**config.mk**
```make
export PLATFORM = sky130hd
export DESIGN_NAME = imem_loader
export DESIGN_NICKNAME = d
export VERILOG_FILES = /design/src/rtl/imem_pkg.sv /design/src/rtl/loader_timeout.sv /design/src/rtl/imem_loader.sv
export SDC_FILE = /design/constraint.sdc
export NUM_CORES = 1
export LEC_CHECK = 0
export BUFFER_PORTS_ARGS = -buffer_cell sky130_fd_sc_hd__buf_4
export CORE_MARGIN = 4
export CORE_UTILIZATION = 25
export DETAILED_ROUTE_END_ITERATION = 12
export GPL_ROUTABILITY_DRIVEN = 1
export SYNTH_ARGS = -nofsm -noshare
export SYNTH_HDL_FRONTEND = slang
export SYNTH_SLANG_ARGS = --single-unit
```
**constraint.sdc**
```tcl
create_clock -name clk -period 5.2 [get_ports clk]
set_input_delay 0.26 -clock clk [delete_from_list [all_inputs] [get_ports clk]]
set_output_delay 0.26 -clock clk [all_outputs]
set_load 0.005 [all_outputs]
```
**src/rtl/imem_pkg.sv**
```systemverilog
// Shared instruction-memory definitions: geometry, loader framing constants
// and the loader state encoding.
package imem_pkg;

    localparam int          IMEM_DEPTH_WORDS   = 16384;
    localparam int          IMEM_AW            = 14;
    localparam logic [31:0] NOP_INSN           = 32'h0000_0013;
    localparam logic [7:0]  LOADER_SYNC        = 8'hA5;
    localparam int          LOADER_TIMEOUT_CYC = 1000000;

    typedef enum logic [2:0] {
        IDLE,
        LEN0,
        LEN1,
        DATA,
        CSUM,
        DONE,
        ERR
    } loader_state_t;

    // A frame length is usable when it names at least one word and fits in imem.
    function automatic logic len_valid(input logic [15:0] len, input int depth);
        return (len != 16'd0) && (int'(len) <= depth);
    endfunction

endpackage

```
**src/rtl/loader_timeout.sv**
```systemverilog
// Idle-cycle watchdog: counts cycles without an accepted byte and flags the
// cycle in which the limit is reached.
module loader_timeout #(
    parameter int TIMEOUT_CYC = 1000000
) (
    input  logic clk,
    input  logic rst_n,
    input  logic clear,
    input  logic enable,
    output logic expired
);

    localparam int CW = $clog2(TIMEOUT_CYC + 1);

    logic [CW-1:0] count;

    // Expiry is combinational so the FSM can react on the very edge that
    // completes the TIMEOUT_CYC-th idle cycle.
    assign expired = enable && !clear && (count == CW'(TIMEOUT_CYC - 1));

    // NOTE: sequential state is updated with non-blocking assignments so every
    // always_ff samples the pre-edge values of its peers.
    always_ff @(posedge clk or negedge rst_n) begin
        if (!rst_n) begin
            count <= '0;
        end else if (clear || !enable) begin
            count <= '0;
        end else if (!expired) begin
            count <= count + 1'b1;
        end
    end

endmodule

```
**src/rtl/imem_loader.sv**
```systemverilog
// Framed byte-stream loader: assembles little-endian words into imem and
// holds the core in reset until a complete, checksummed image has arrived.
module imem_loader
    import imem_pkg::*;
#(
    parameter int          DEPTH_WORDS = IMEM_DEPTH_WORDS,
    parameter int          AW          = IMEM_AW,
    parameter logic [7:0]  SYNC_BYTE   = LOADER_SYNC,
    parameter int          TIMEOUT_CYC = LOADER_TIMEOUT_CYC
) (
    input  logic          clk,
    input  logic          rst_n,
    input  logic [7:0]    in_data,
    input  logic          in_valid,
    output logic          in_ready,
    output logic          mem_we,
    output logic [AW-1:0] mem_waddr,
    output logic [31:0]   mem_wdata,
    output logic          core_hold,
    output logic          load_done,
    output logic          load_err,
    output logic [AW:0]   words_loaded
);

    loader_state_t state;

    logic [7:0]  len_lo;
    logic [AW:0] len_q;
    logic [7:0]  csum;
    logic [1:0]  byte_idx;
    logic [23:0] asm_q;

    logic        accept;
    logic        in_frame;
    logic        expired;
    logic [15:0] len_full;
    logic [AW:0] next_count;

    // The only stall is the write cycle, which lets each assembled word reach
    // imem without a skid buffer.
    assign in_ready   = ~mem_we;
    assign accept     = in_valid && in_ready;
    assign in_frame   = (state == LEN0) || (state == LEN1) ||
                        (state == DATA) || (state == CSUM);
    assign len_full   = {in_data, len_lo};
    assign next_count = words_loaded + 1'b1;

    loader_timeout #(
        .TIMEOUT_CYC (TIMEOUT_CYC)
    ) u_timeout (
        .clk     (clk),
        .rst_n   (rst_n),
        .clear   (accept),
        .enable  (in_frame),
        .expired (expired)
    );

    always_ff @(posedge clk or negedge rst_n) begin
        if (!rst_n) begin
            state        <= IDLE;
            mem_we       <= 1'b0;
            mem_waddr    <= '0;
            mem_wdata    <= '0;
            core_hold    <= 1'b1;
            load_done    <= 1'b0;
            load_err     <= 1'b0;
            words_loaded <= '0;
            len_lo       <= '0;
            len_q        <= '0;
            csum         <= '0;
            byte_idx     <= '0;
            asm_q        <= '0;
        end else begin
            load_done <= 1'b0;

            case (state)
                IDLE, DONE: begin
                    // A finished image releases the core one cycle after load_done.
                    if (state == DONE) core_hold <= 1'b0;
                    if (accept && in_data == SYNC_BYTE) begin
                        state        <= LEN0;
                        core_hold    <= 1'b1;
                        load_err     <= 1'b0;
                        words_loaded <= '0;
                        mem_waddr    <= '0;
                        csum         <= '0;
                    end
                end

                LEN0: begin
                    if (accept) begin
                        len_lo <= in_data;
                        state  <= LEN1;
                    end else if (expired) begin
                        state    <= ERR;
                        load_err <= 1'b1;
                    end
                end

                LEN1: begin
                    if (accept) begin
                        if (len_valid(len_full, DEPTH_WORDS)) begin
                            len_q    <= (AW+1)'(len_full);
                            byte_idx <= '0;
                            state    <= DATA;
                        end else begin
                            state    <= ERR;
                            load_err <= 1'b1;
                        end
                    end else if (expired) begin
                        state    <= ERR;
                        load_err <= 1'b1;
                    end
                end

                DATA: begin
                    if (mem_we) begin
                        // Write cycle: no byte can be accepted, so only bookkeeping.
                        mem_we       <= 1'b0;
                        words_loaded <= next_count;
                        if (next_count == len_q) state <= CSUM;
                        else                     mem_waddr <= mem_waddr + 1'b1;
                    end else if (accept) begin
                        csum     <= csum + in_data;
                        byte_idx <= byte_idx + 1'b1;
                        case (byte_idx)
                            2'd0: asm_q[7:0]   <= in_data;
                            2'd1: asm_q[15:8]  <= in_data;
                            2'd2: asm_q[23:16] <= in_data;
                            default: begin
                                mem_we    <= 1'b1;
                                mem_wdata <= {in_data, asm_q};
                            end
                        endcase
                    end else if (expired) begin
                        state    <= ERR;
                        load_err <= 1'b1;
                    end
                end

                CSUM: begin
                    if (accept) begin
                        if (in_data == csum) begin
                            state     <= DONE;
                            load_done <= 1'b1;
                        end else begin
                            state    <= ERR;
                            load_err <= 1'b1;
                        end
                    end else if (expired) begin
                        state    <= ERR;
                        load_err <= 1'b1;
                    end
                end

                ERR: begin
                    core_hold <= 1'b1;
                    state     <= IDLE;
                end

                default: state <= IDLE;
            endcase
        end
    end

endmodule

```
* Word-level counts from Yosys, hierarchy flattened *
Index checks and enable logic that the tools add are counted.

word-level totals
  bits in registers = 145
  latch bits = 0
  memory bits (writable) = 0
  bits in read-only memories = 0
  input bits = 11
  output and inout port bits = 66
  word-level logic and storage cells = 129
  memories = 0

operators by class
  add/subtract/negate cells = 5
  $mul = 0
  divide/modulo/power cells = 0
  magnitude comparators = 1
  equal/unequal tests = 25
  shift-type cells = 0
  multiplexer cells = 47
  bitwise gates (word level) = 2
  reductions and logical operators = 33

operators with widths
  cell                   number
  $mux 14                3
  $mux 20                2
  $mux 15                2
  $pmux 15 s2            1
  $pmux 14 s2            1
  $mux 3                 9
  $mux 8                 3
  $reduce_and 4->1       6
  $add 20x1->20 const B  1
  $eq 20x20->1 const B   1
  $le 16x15->1 const B   1
  $mux 1                 16
  $pmux 8 s2             1
  $reduce_bool 16->1     1
  $add 15x1->15 const B  1
  $eq 15x15->1           1
  $pmux 3 s5             1
  $add 14x1->14 const B  1
  $ne 2x2->1 const B     6
  $ne 3x3->1 const B     4
  $mux 2                 5
  $reduce_and 5->1       2
  $eq 3x3->1 const B     3
  $reduce_and 3->1       3
  24 further kinds       38

* Depth between registers and ports, before layout *
Gate-level depths: netlist of run 1.

  depth in word-level cells = 10
  depth in mapped cells = 9

* Modules after synthesis *
Synthesis of run 1 repeated with hierarchy kept, for this count alone.

second synthesis, totals
  cells, all modules = 713
  area total of the unflattened synthesis = 7,572.3 µm²

modules (own cells, without submodules)
  module          times used  cells each  area each (µm²)  sequential area each (µm²)
  imem_loader     1           598         6,495.0          3,129.3
  loader_timeout  1           115         1,077.3          500.5

* Least setup slack after synthesis of run 1 *
Ideal clock, no wire load.

  kind = register to register
  from = reg words_loaded[0]
  to = reg state[2]
  library setup time = 0.128 ns
  data arrival time = 2.549 ns
  slack = 2.524 ns
  stages on the path, launching flop included = 9
  buffers on the path = 0
  cells stage by stage = dfrtp_1 -> ha_1 -> nand2_1 -> or3_1 -> xnor2_1 -> a2111oi_1 -> nand4_2 -> a21oi_1 -> mux2_1

between the ends
  cells in the longest elaborated chain, start to end = 4

RTL lines
  element                     RTL line            text
  start, declared             imem_loader.sv:22   output logic [AW:0] words_loaded
  start signal, assigned      imem_loader.sv:120  words_loaded <= next_count;
  $add 15x1->15               imem_loader.sv:46   assign next_count = words_loaded + 1'b1;
  $eq 15x15->1                imem_loader.sv:121  if (next_count == len_q) state <= CSUM;
  $ne 3x2->1 (no line)        -
  $reduce_and 3->1 (no line)  -
  end signal, assigned        imem_loader.sv:60   state <= IDLE;
  end signal, assigned        imem_loader.sv:121
  end signal, assigned        imem_loader.sv:136  state <= ERR;
  end, declared               imem_loader.sv:25   loader_state_t state;

No other way between the ends.
A chain may end at the register's enable or synchronous reset.

* Worst setup path after layout of run 1 *
Same ends and word-level chain as after synthesis.

==> metrics, run 1 <==
Switching Share 32.77%; 1st-iter DRT viols 370; cell internal pwr 2835 uW; max-cap violations 0; DRC 0; first drt pass iteration count 4; Post-CTS Hold Buffers 1; ys flop type dfrtp_1; clk sinks 145; Tmin final 3.520 ns; port bufs 76; WP data required 5.50 ns; FF-to-FF path depth 8; Final ANT Viol Nets 0; fin crit share 67.70%; Critical Path End state[2]; Post-synth EDFFs 0; r2r endpoint state[2]; initial antenna violation count 0; CTS H-tree lvls 4; commonest cells after routing, fill and taps aside dfrtp_1 (144), buf_4 (79), mux2_2 (61); Clock power frac 28.0%; Worst VDD drop 0.1847 mV; crit path max fanout 25; CTS tree built; Hold WC Path Type in2reg; n_diodes 0; Clk Tree Root Cell clkbuf_16; status completed; sequential fraction of the synthesis area 50.96%; final std cell area, no fill 8645 um2; Syn Inst Count 648; Fin Setup TNS 0 ns; largest net degree at the start of global routing 101; worst r2r src words_loaded[0]; synthesized area per cell 10.99 um2; Synth cell types 64; die span in y 176.8 um; Die Wd 176.8 um; GRT overflow 0; RSZ-0062 raised after global routing no; final-report setup violation count 0; Syn Nets 674; final slew viol count 0; top layer in use met4; f_max 284.1 MHz; commonest non-fill, non-tap cell in the layout dfrtp_1; Detailed Place HPWL 11420 um; Post-CTS Setup Repair Bufs 0; synthesis-to-layout area growth 21.36%; Mapped Area 7123 um2; layout cells sized above 1 25.00%; Avg WL per Cell 15.43 um; Vias/cell 4.676; worst path arrival time 3.82 ns; clk_lat worst skew 0.42 ns; total track usage 11.31%; first-pass GRT wire length 28210 um; Max clock buf depth 2; Seq cells post-synth 145; WHS 0.1671 ns; Die ar. 31260 um2; Max-Slew Margin vs Limit 34.12%; Placeable Area 27930 um2; DR vias 5190; ys async rst share 100.0%; Power Density 487.9 nW/um2; met1 WL 8230 um; Reg power frac 42.6%; Rows 61; Placer Congestion 0.8032; Reg2Reg Setup Slack 1.68 ns; CP Capture Type flip-flop; crit path kind reg2reg; Slew @ Worst Pin 0.9853 ns; Worst Setup SP words_loaded[0]; clock skew 0.01153 ns; CTS clock-pin slew for the worst setup and hold paths 0.06 ns; NetSw 1382 uW; Worst setup SP type flip-flop; NumNets Final 745; leakage 0.003835 uW; CTS Buf Count 17; endpoints failing hold 0; Combinational Power Share 29.4%; met3 WL 678 um; final WL 17120 um; total of warnings raised by yosys 0; placed inst area 8074 um2; I/O pin cnt 77; DR WL met2 8011 um; post-cts gate resize count 0; effective utilization at floorplan 25.50%; vias in the first global route 5152
[per-layer routing]
metal  vias to the layer above  global-route usage [%]
met5                         -                       0
met4                         0                   3.191
met3                        13                   2.350
met2                        97                   18.04
met1                      2591                   15.62
li1                       2489                       -
[synthesized netlist by cell type (5+ instances only)]
cell type  instances  area [um2]
a21oi_1           16       80.08
a22o_1             5       43.79
a31o_1             5       43.79
a31oi_1            6       37.54
and3_1            10       62.56
clkbuf_1          21       78.83
dfrtp_1          144        3603
ha_1              14       175.2
inv_1             11       41.29
mux2_1            19       214.0
mux2_2            61       686.9
mux2i_1            8       80.08
nand2_1           60       225.2
nand3_1           28       140.1
nand4_1           15       93.84
nor2_1            49       183.9
nor3_1            15       75.07
nor4_1             5       31.28
o21ai_0           27       135.1
o21ai_1            6       30.03
o31ai_1            7       52.55
or3_1              5       31.28
xnor2_1           23       201.4
xor2_1            25       219.0
[registers in the layout, indices dropped and copies added (netlist names)]
signal and flops:
mem_we 1, len_q 15, core_hold 1, mem_wdata 32, u_timeout.count 20, csum 8
len_lo 8, mem_waddr 14, words_loaded 15, state 3, asm_q 24, byte_idx 2
load_done 1, load_err 1
[power groups by stage]
stage / combinational [uW] / sequential (uW) / clock, uW
floorplan: 855 / 1720 / 0
global placement: 1230 / 1800 / 0
detailed placement: 1250 / 1820 / 0
CTS: 1260 / 1800 / 1220
global route: 1400 / 1850 / 1260
finish: 1240 / 1800 / 1180
[critical path, stage by stage, from the launching register on]
cell and delay (ns):
dfrtp_1 0.51, ha_1 0.30, nand2_1 0.20, or3_1 0.43
xnor2_1 0.15, a2111oi_1 0.38, nand4_2 0.61, a21oi_1 0.44
mux2_1 0.36
[stage by stage]
step	total power (uW)	utilization (%)	std cells	setup WS [ns]
2_1_floorplan	2579	-	648	2.524
3_3_place_gp	3035	28.90	1077	1.865
3_5_place_dp	3070	28.90	1077	1.759
4_1_cts	4278	30.95	1110	1.748
5_1_grt	4514	30.95	1110	1.434
6_report	4217	30.95	1110	1.680
[cell families after synthesis]
kind of cell             share of synthesized area, %
XOR/XNOR                                        5.902
AND/OR/NAND/NOR                                 15.42
flip-flops                                      50.96
multiplexers                                    13.77
AO/OA/AOI/OAI                                   8.853
buffers and inverters                           2.354
adder cells (fa/ha/maj)                         2.740
[area by class of cell]
class | count | area [um2]
fill | 2917 | 19290
tap | 378 | 473.0
inverter | 11 | 41.29
timing repair buffer | 81 | 614.3
multi-input combinational | 463 | 3326
clock buffer | 18 | 429.2
clock inverter | 14 | 131.4
sequential | 145 | 3630
[worst min-delay path by stage]
| stage | start | depth (start not counted) | endpoint | slack [ns] |
|---|---|---|---|---|
| after floorplan | rst_n | 0 | asm_q[0] | -0.04 |
| after global placement | rst_n | 1 | mem_wdata[15] | 0.45 |
| after detailed placement | rst_n | 1 | mem_wdata[15] | 0.45 |
| after CTS | in_data[3] | 2 | len_q[11] | 0.16 |
| after global routing | in_data[3] | 2 | asm_q[11] | 0.17 |
| final | in_data[3] | 2 | len_q[11] | 0.17 |
Note: power is estimated with default switching activity, not from simulation.
==> inputs of run 2 (changes only) <==
--- a/config.mk
+++ b/config.mk
@@ -5,6 +5,7 @@
 export SDC_FILE = /design/constraint.sdc
 export NUM_CORES = 1
 export LEC_CHECK = 0
+export ABC_AREA = 1
 export BUFFER_PORTS_ARGS = -buffer_cell sky130_fd_sc_hd__buf_4
 export CORE_MARGIN = 4
 export CORE_UTILIZATION = 25
==> constraint.sdc (replaced) <==
create_clock -name clk -period 2.97 [get_ports clk]
set_input_delay 0.1485 -clock clk [delete_from_list [all_inputs] [get_ports clk]]
set_output_delay 0.1485 -clock clk [all_outputs]
set_load 0.005 [all_outputs]
==> run 2 against run 1 <==
Routed wire length increased by 16%; core utilization increased by 0.27 points; combinational power decreased by 92%; clock power increased by 92%; cell count increased by 24%; global-route usage increased by 1.1 points; hold slack got worse by 0.033 ns; total power increased by 2.7%; critical path depth increased by 7; synthesized cell count increased by 38%; register-to-register slack got worse by 1.2 ns.
==> metrics, run 2 <==
initial antenna violation count 0 (unchanged); fin crit share 83.34% (+16 points); Syn Nets 918 (+36%); CTS H-tree lvls 4 (unchanged); port bufs 76 (unchanged); Placeable Area 28940 um2 (+3.6%); layout cells sized above 1 16.58% (-8.4 points); Max-Slew Margin vs Limit 49.00% (+15 points); CTS tree built; worst path bufs/invs 0 (unchanged); synthesis-to-layout area growth 22.51%; post-cts gate resize count 0 (unchanged); Seq cells post-synth 145 (unchanged); Vias/cell 4.566 (-2.3%); overall power 4330 uW (+2.7%); Max clock buf depth 2 (unchanged); NumNets Final 1002 (+34%); largest registers mem_wdata x32, asm_q x24, u_timeout.count x20; Post-CTS Setup Repair Bufs 0 (unchanged); top cells by area, synth dfrtp_1 (49%), nand2_1 (11%), o21ai_0 (5.7%), inv_1 (4.8%), nand3_1 (4.5%); DRC 0 (unchanged); Post-synth EDFFs 0 (unchanged); Critical Path Max Stage Delay 0.43 ns (-0.18 ns); largest net degree at the start of global routing 76 (-25%); final-report setup violation count 0 (unchanged); dpl cells 1340 (+24%); endpoints failing hold 0 (unchanged); 1st-iter DRT viols 477 (+29%); die span in y 179.7 um (+1.7%); total track usage 12.39% (+1.1 points); Power Density 479.4 nW/um2 (-1.7%); Hold WC Path Type in2reg; Clk Tree Root Cell clkbuf_16; Die Wd 179.7 um (+1.7%); status completed; max reg flops 32 (unchanged); clk sinks 145 (unchanged); Worst VDD drop 0.3193 mV (+73%); final std cell area, no fill 9031 um2 (+4.5%); worst r2r src words_loaded[0]; vias in the first global route 6078 (+18%); Placer Congestion 0.8669 (+7.9%); placed inst area 8404 um2 (+4.1%); Synth top area share 48.88% (-1.7 points); max-cap violations 0 (unchanged); WP data required 3.33 ns (-2.17 ns); Slowest cell on crit path dfrtp_1; commonest cells in the netlist nand2_1 (224), dfrtp_1 (144), inv_1 (94); non-filler cells, final 1373 (+24%); clk_lat worst skew 0.43 ns (about the same); clock skew 0.01123 ns (-0.0002915 ns); worst-path cell chain ha_1 -> nand2_2 -> nor2_4 -> nand2_1 -> nand2_1 -> nand2_1 -> nand2_1 -> nand2_1 -> nor2_1 -> nand2_1 -> nor2_2 -> nand4_2 -> nand2_2 -> nand2_1 -> nand2_1; most used cell, CP nand2_1; CP Capture Type flip-flop; Rows 62 (+1.6%); ys flop type dfrtp_1; Tmin final 2.475 ns (-1.045 ns); Mapped Area 7372 um2 (+3.5%); Fin Setup TNS 0 ns (unchanged); Die ar. 32300 um2 (+3.3%); FF-to-FF path depth 15 (+7); n_diodes 0 (unchanged); post-synth top area cell dfrtp_1; commonest non-fill, non-tap cell in the layout nand2_1; Critical Path End mem_waddr[5]; Worst Setup SP words_loaded[0]; CP delay by family, top simple AND/OR/NAND/NOR gates; effective utilization at floorplan 25.48% (about the same); final WL 19790 um (+16%); CTS clock-pin slew for the worst setup and hold paths 0.07 ns (about the same); Reg2Reg Setup Slack 0.49 ns (-1.18 ns); Synth cell types 37 (-42%); CTS Buf Count 17 (unchanged); RSZ-0062 raised after global routing no; r2r endpoint mem_waddr[5]; sequential fraction of the synthesis area 49.24% (-1.7 points); Slew @ Worst Pin 0.7581 ns (-0.2272 ns); crit path max fanout 14 (-44%); leakage 0.004515 uW (+18%); Worst setup SP type flip-flop; final slew viol count 0 (unchanged); total of warnings raised by yosys 0 (unchanged); ys async rst share 100.0% (unchanged); crit path kind reg2reg; Syn Inst Count 892 (+38%); count leader, synth nand2_1; synthesized area per cell 8.265 um2 (-25%); DR vias 6269 (+21%); critical path depth 15 (+7); commonest cells after routing, fill and taps aside nand2_1 (224), dfrtp_1 (144), inv_1 (94); Detailed Place HPWL 14030 um (+23%); GRT overflow 0 (unchanged); I/O pin cnt 77 (unchanged); Final ANT Viol Nets 0 (unchanged); first drt pass iteration count 7 (+3); Reg with most FFs mem_wdata; f_max 404.0 MHz (+42%); first-pass GRT wire length 32730 um (+16%); worst path arrival time 2.84 ns (-0.98 ns); Avg WL per Cell 14.41 um (-6.6%)
## run 2: cell types whose count changed after synthesis, sizes merged, moves of 11 or more
cell,delta
o21ai,+53
inv,+88
nand2,+170
xnor2,-18
nand3,+38
nor2,+31
o22ai,+12
mux2,-56
xor2,-11
## run 2: how the worst min path moves through the flow
stage                           from             to  cells after the start
after floorplan                rst_n       asm_q[0]                      0
after global placement         rst_n  mem_wdata[22]                      1
after detailed placement       rst_n  mem_wdata[22]                      1
after CTS                 in_data[0]        csum[0]                      3
after global routing      in_data[0]        csum[0]                      3
final                     in_data[0]        csum[0]                      3
## run 2: report_power, final
part	internal [uW]	switching, uW	total [uW]	leakage (uW)
logic	20.2	75.6	95.9	0.00237
clock network	1290	974	2260	0.000304
registers	1970	0	1970	0.00184
total	3280	1050	4330	0.00452
## run 2: logic make-up after synthesis
kind of cell | after synthesis | share of synthesized area [%]
DFF | 145 | 49.24
muxes | 24 | 3.666
and+or+nand+nor | 443 | 26.66
adders and majority gates | 15 | 2.648
xor gates and xnor gates | 19 | 2.257
buffers and inverters | 120 | 6.432
AOI/OAI and AO/OA | 126 | 9.097
## run 2: through the flow
stage | worst slack [ns] | util (%) | hold slack (ns)
2_1_floorplan | 1.074 | - | -0.1471
3_3_place_gp | 0.5798 | 29.05 | 0.2135
3_5_place_dp | 0.5254 | 29.05 | 0.2139
4_1_cts | 0.4967 | 31.21 | 0.1159
5_1_grt | 0.1260 | 31.21 | 0.1446
6_report | 0.4949 | 31.21 | 0.1338
## run 2: worst min-delay path: stages
cell	delay (ns)
buf_4	0.09
ha_1	0.16
a22o_1	0.13
## run 2: area by class of cell
type,count,area [um2]
repair buffers,86,664.4
well taps,384,480.5
fillers,3021,19900
multi-input cells,627,3268
flip-flops and latches,145,3630
clock buffers,17,425.4
inverters,99,371.6
clock inverters,15,191.4
## run 2: timing repair
action,4_1_cts,5_1_grt
hold buffers,1,0
setup endpoints to repair,0,0
hold endpoints to repair,69,0
## run 2: layer usage
metal	global-route usage (%)	share of wire, %	up-vias
li1	-	-	3124
met1	17.13	48	2970
met2	19.10	45	156
met3	3.314	5.9	19
met4	3.718	1.1	0
met5	0	0	-
==> inputs of run 3 (changes only) <==
==> constraint.sdc (replaced) <==
create_clock -name clk -period 2.3 [get_ports clk]
set_input_delay 0.115 -clock clk [delete_from_list [all_inputs] [get_ports clk]]
set_output_delay 0.115 -clock clk [all_outputs]
set_load 0.005 [all_outputs]
==> run 3 against run 2 <==
Sequential share of layout area down 0.77 points; core utilization up 0.63 points; register-to-register slack worse by 0.33 ns; combinational power up 42%; worst setup slack worse by 0.33 ns; total power up 26%; clock-buffer cell count up 2; cell count up 1.6%; sequential power up 29%; cell area up 2.0%; die area unchanged; clock skew down 0.0018 ns.
==> metrics, run 3 (synthesized netlist as in run 2, its figures left out) <==
Rows 62 (unchanged); Worst VDD drop 0.3365 mV (+5.4%); total track usage 12.31% (-0.079 points); final WL 19990 um (+1.0%); WHS 0.1243 ns (-0.009572 ns); Placeable Area 28940 um2 (unchanged); Reg area 3632 um2 (about the same); Power Density 591.6 nW/um2 (+23%); GRT busiest layer met2; Max-Slew Margin vs Limit 54.46% (+5.5 points); worst-path cell chain nand2_1 -> nor2_4 -> nand2_1 -> nor2_2 -> nand3_1 -> nand3_1 -> nand2_1 -> nor2_1 -> nand4_2 -> buf_6 -> nand3_1 -> nand2_1; 1st-iter DRT viols 545 (+14%); commonest non-fill, non-tap cell in the layout nand2_1; first-pass GRT wire length 32590 um (-0.44%); clk_lat worst skew 0.42 ns (about the same); synthesis-to-layout area growth 24.98%; Tmin final 2.137 ns (-0.3377 ns); WP data required 2.62 ns (-0.71 ns); origin of the worst min-delay path in_data[0]; Detailed Place HPWL 14340 um (+2.2%); dpl cells 1360 (+1.5%); final worst slack 0.1626 ns (-0.3323 ns); Vias/cell 4.609 (+0.93%); clock skew 0.009435 ns (-0.001798 ns); CP Capture Type flip-flop; layout cells sized above 1 18.69% (+2.1 points); Final ANT Viol Nets 0 (unchanged); crit path kind reg2reg; Filler Cells Inserted 3029 (+0.26%); clk sinks 145 (unchanged); GRT overflow 0 (unchanged); Reg with most FFs mem_wdata; CTS tree built; grt met2 use 19.20% (+0.11 points); Hold Crit Depth 3 (unchanged); leakage 0.004612 uW (+2.1%); r2r endpoint mem_waddr[9]; non-filler cells, final 1395 (+1.6%); most used cell, CP nand2_1; port bufs 76 (unchanged); Clk Tree Root Cell clkbuf_16; crit path max fanout 11 (-3); Max clock buf depth 2 (unchanged); worst r2r src words_loaded[2]; Hold WC Path Type in2reg; fin crit share 92.93% (+9.6 points); CTS H-tree lvls 4 (unchanged); placed inst area 8567 um2 (+1.9%); final std cell area, no fill 9214 um2 (+2.0%); Reg2Reg Setup Slack 0.16 ns (-0.33 ns); met3 track demand over resource 3.153% (-0.16 points); Hold EP csum[0]; Slowest cell on crit path dfrtp_1; CTS Buf Count 17 (unchanged); n_diodes 0 (unchanged); largest net degree at the start of global routing 70 (-7.9%); status completed; initial antenna violation count 0 (unchanged); f_max 467.9 MHz (+16%); worst path arrival time 2.46 ns (-0.38 ns); final slew viol count 0 (unchanged); CTS clock-pin slew for the worst setup and hold paths 0.07 ns (about the same); Avg WL per Cell 14.33 um (-0.60%); Critical Path Max Stage Delay 0.50 ns (+0.07 ns); DRC 0 (unchanged); NumNets Final 1026 (+2.4%); endpoints failing hold 0 (unchanged); DP Worst Slack 0.1068 ns (-0.4186 ns); Slew @ Worst Pin 0.6830 ns (-0.07503 ns); effective utilization at floorplan 25.48% (unchanged); first drt pass iteration count 7 (unchanged); commonest cells after routing, fill and taps aside nand2_1 (223), dfrtp_1 (142), buf_4 (105); Fin Setup TNS 0 ns (unchanged); FF-to-FF path depth 12 (-3); max-cap violations 0 (unchanged); Die Wd 179.7 um (unchanged); Placer Congestion 0.8285 (-4.4%); Worst setup SP type flip-flop; GR Util met1 17.32% (+0.19 points); die span in y 179.7 um (unchanged); largest registers mem_wdata x32, asm_q x24, u_timeout.count x20; vias in the first global route 6115 (+0.61%); multi-input logic area 3293 um2 (+0.77%); I/O pin cnt 77 (unchanged); final-report setup violation count 0 (unchanged); Die ar. 32300 um2 (unchanged); DR vias 6429 (+2.6%); max reg flops 32 (unchanged)
run 3: changes by cell type in the layout (fill, tap and decap cells not counted), sizes merged:
cell	delta
clkinvlp	+2
inv	-7
clkbuf	+2
clkinv	+1
buf	+24
run 3: worst max path at each step:
stage | end | slack [ns] | cells past startpoint | startpoint
after floorplan | state[2] | 0.40 | 16 | words_loaded[0]
after global placement | mem_waddr[12] | 0.16 | 12 | words_loaded[2]
after detailed placement | mem_waddr[10] | 0.11 | 12 | words_loaded[0]
after CTS | mem_waddr[10] | 0.1 | 12 | words_loaded[0]
after global routing | mem_waddr[12] | -0.02 | 12 | words_loaded[2]
final | mem_waddr[9] | 0.16 | 12 | words_loaded[2]
run 3: per-layer routing:
layer	share of wire (%)	routed length [um]
met5	0	0
met1	49	9823
met2	45	9051
met3	4.6	911
met4	1.0	199
run 3: cell type report:
cell class	count	share of cell area, %
clock buffers	19	4.807
clock inverters	11	1.439
inverters	99	4.033
multi-input cells	627	35.74
flip-flops and latches	145	39.42
well taps	384	5.215
repair buffers	110	9.343
run 3: metrics by stage:
| step | utilization [%] | total power (uW) |
|---|---|---|
| after floorplan | - | 2625 |
| after global placement | 29.61 | 2737 |
| after detailed placement | 29.61 | 2740 |
| after CTS | 31.63 | 5506 |
| after global routing | 31.84 | 5625 |
| final | 31.84 | 5451 |
run 3: worst max-delay path, delay by kind of cell, from the launching register on:
| family | cells | cell delay [ns] |
|---|---|---|
| buffers and inverters | 1 | 0.19 |
| flip-flops | 1 | 0.50 |
| AND/OR/NAND/NOR | 11 | 1.33 |
run 3: power breakdown:
part	internal (uW)	switching, uW	leakage, uW
combinational	34.0	102	0.00250
sequential	2550	0	0.00184
clock	1620	1140	0.000276
run 3: timing repair:
item / 4_1_cts / 5_1_grt
setup endpoints to repair: 0 / 17
resized for setup: 0 / 9
hold buffers: 1 / 0
endpoints found under the hold margin: 64 / 0
buffers inserted: 0 / 4
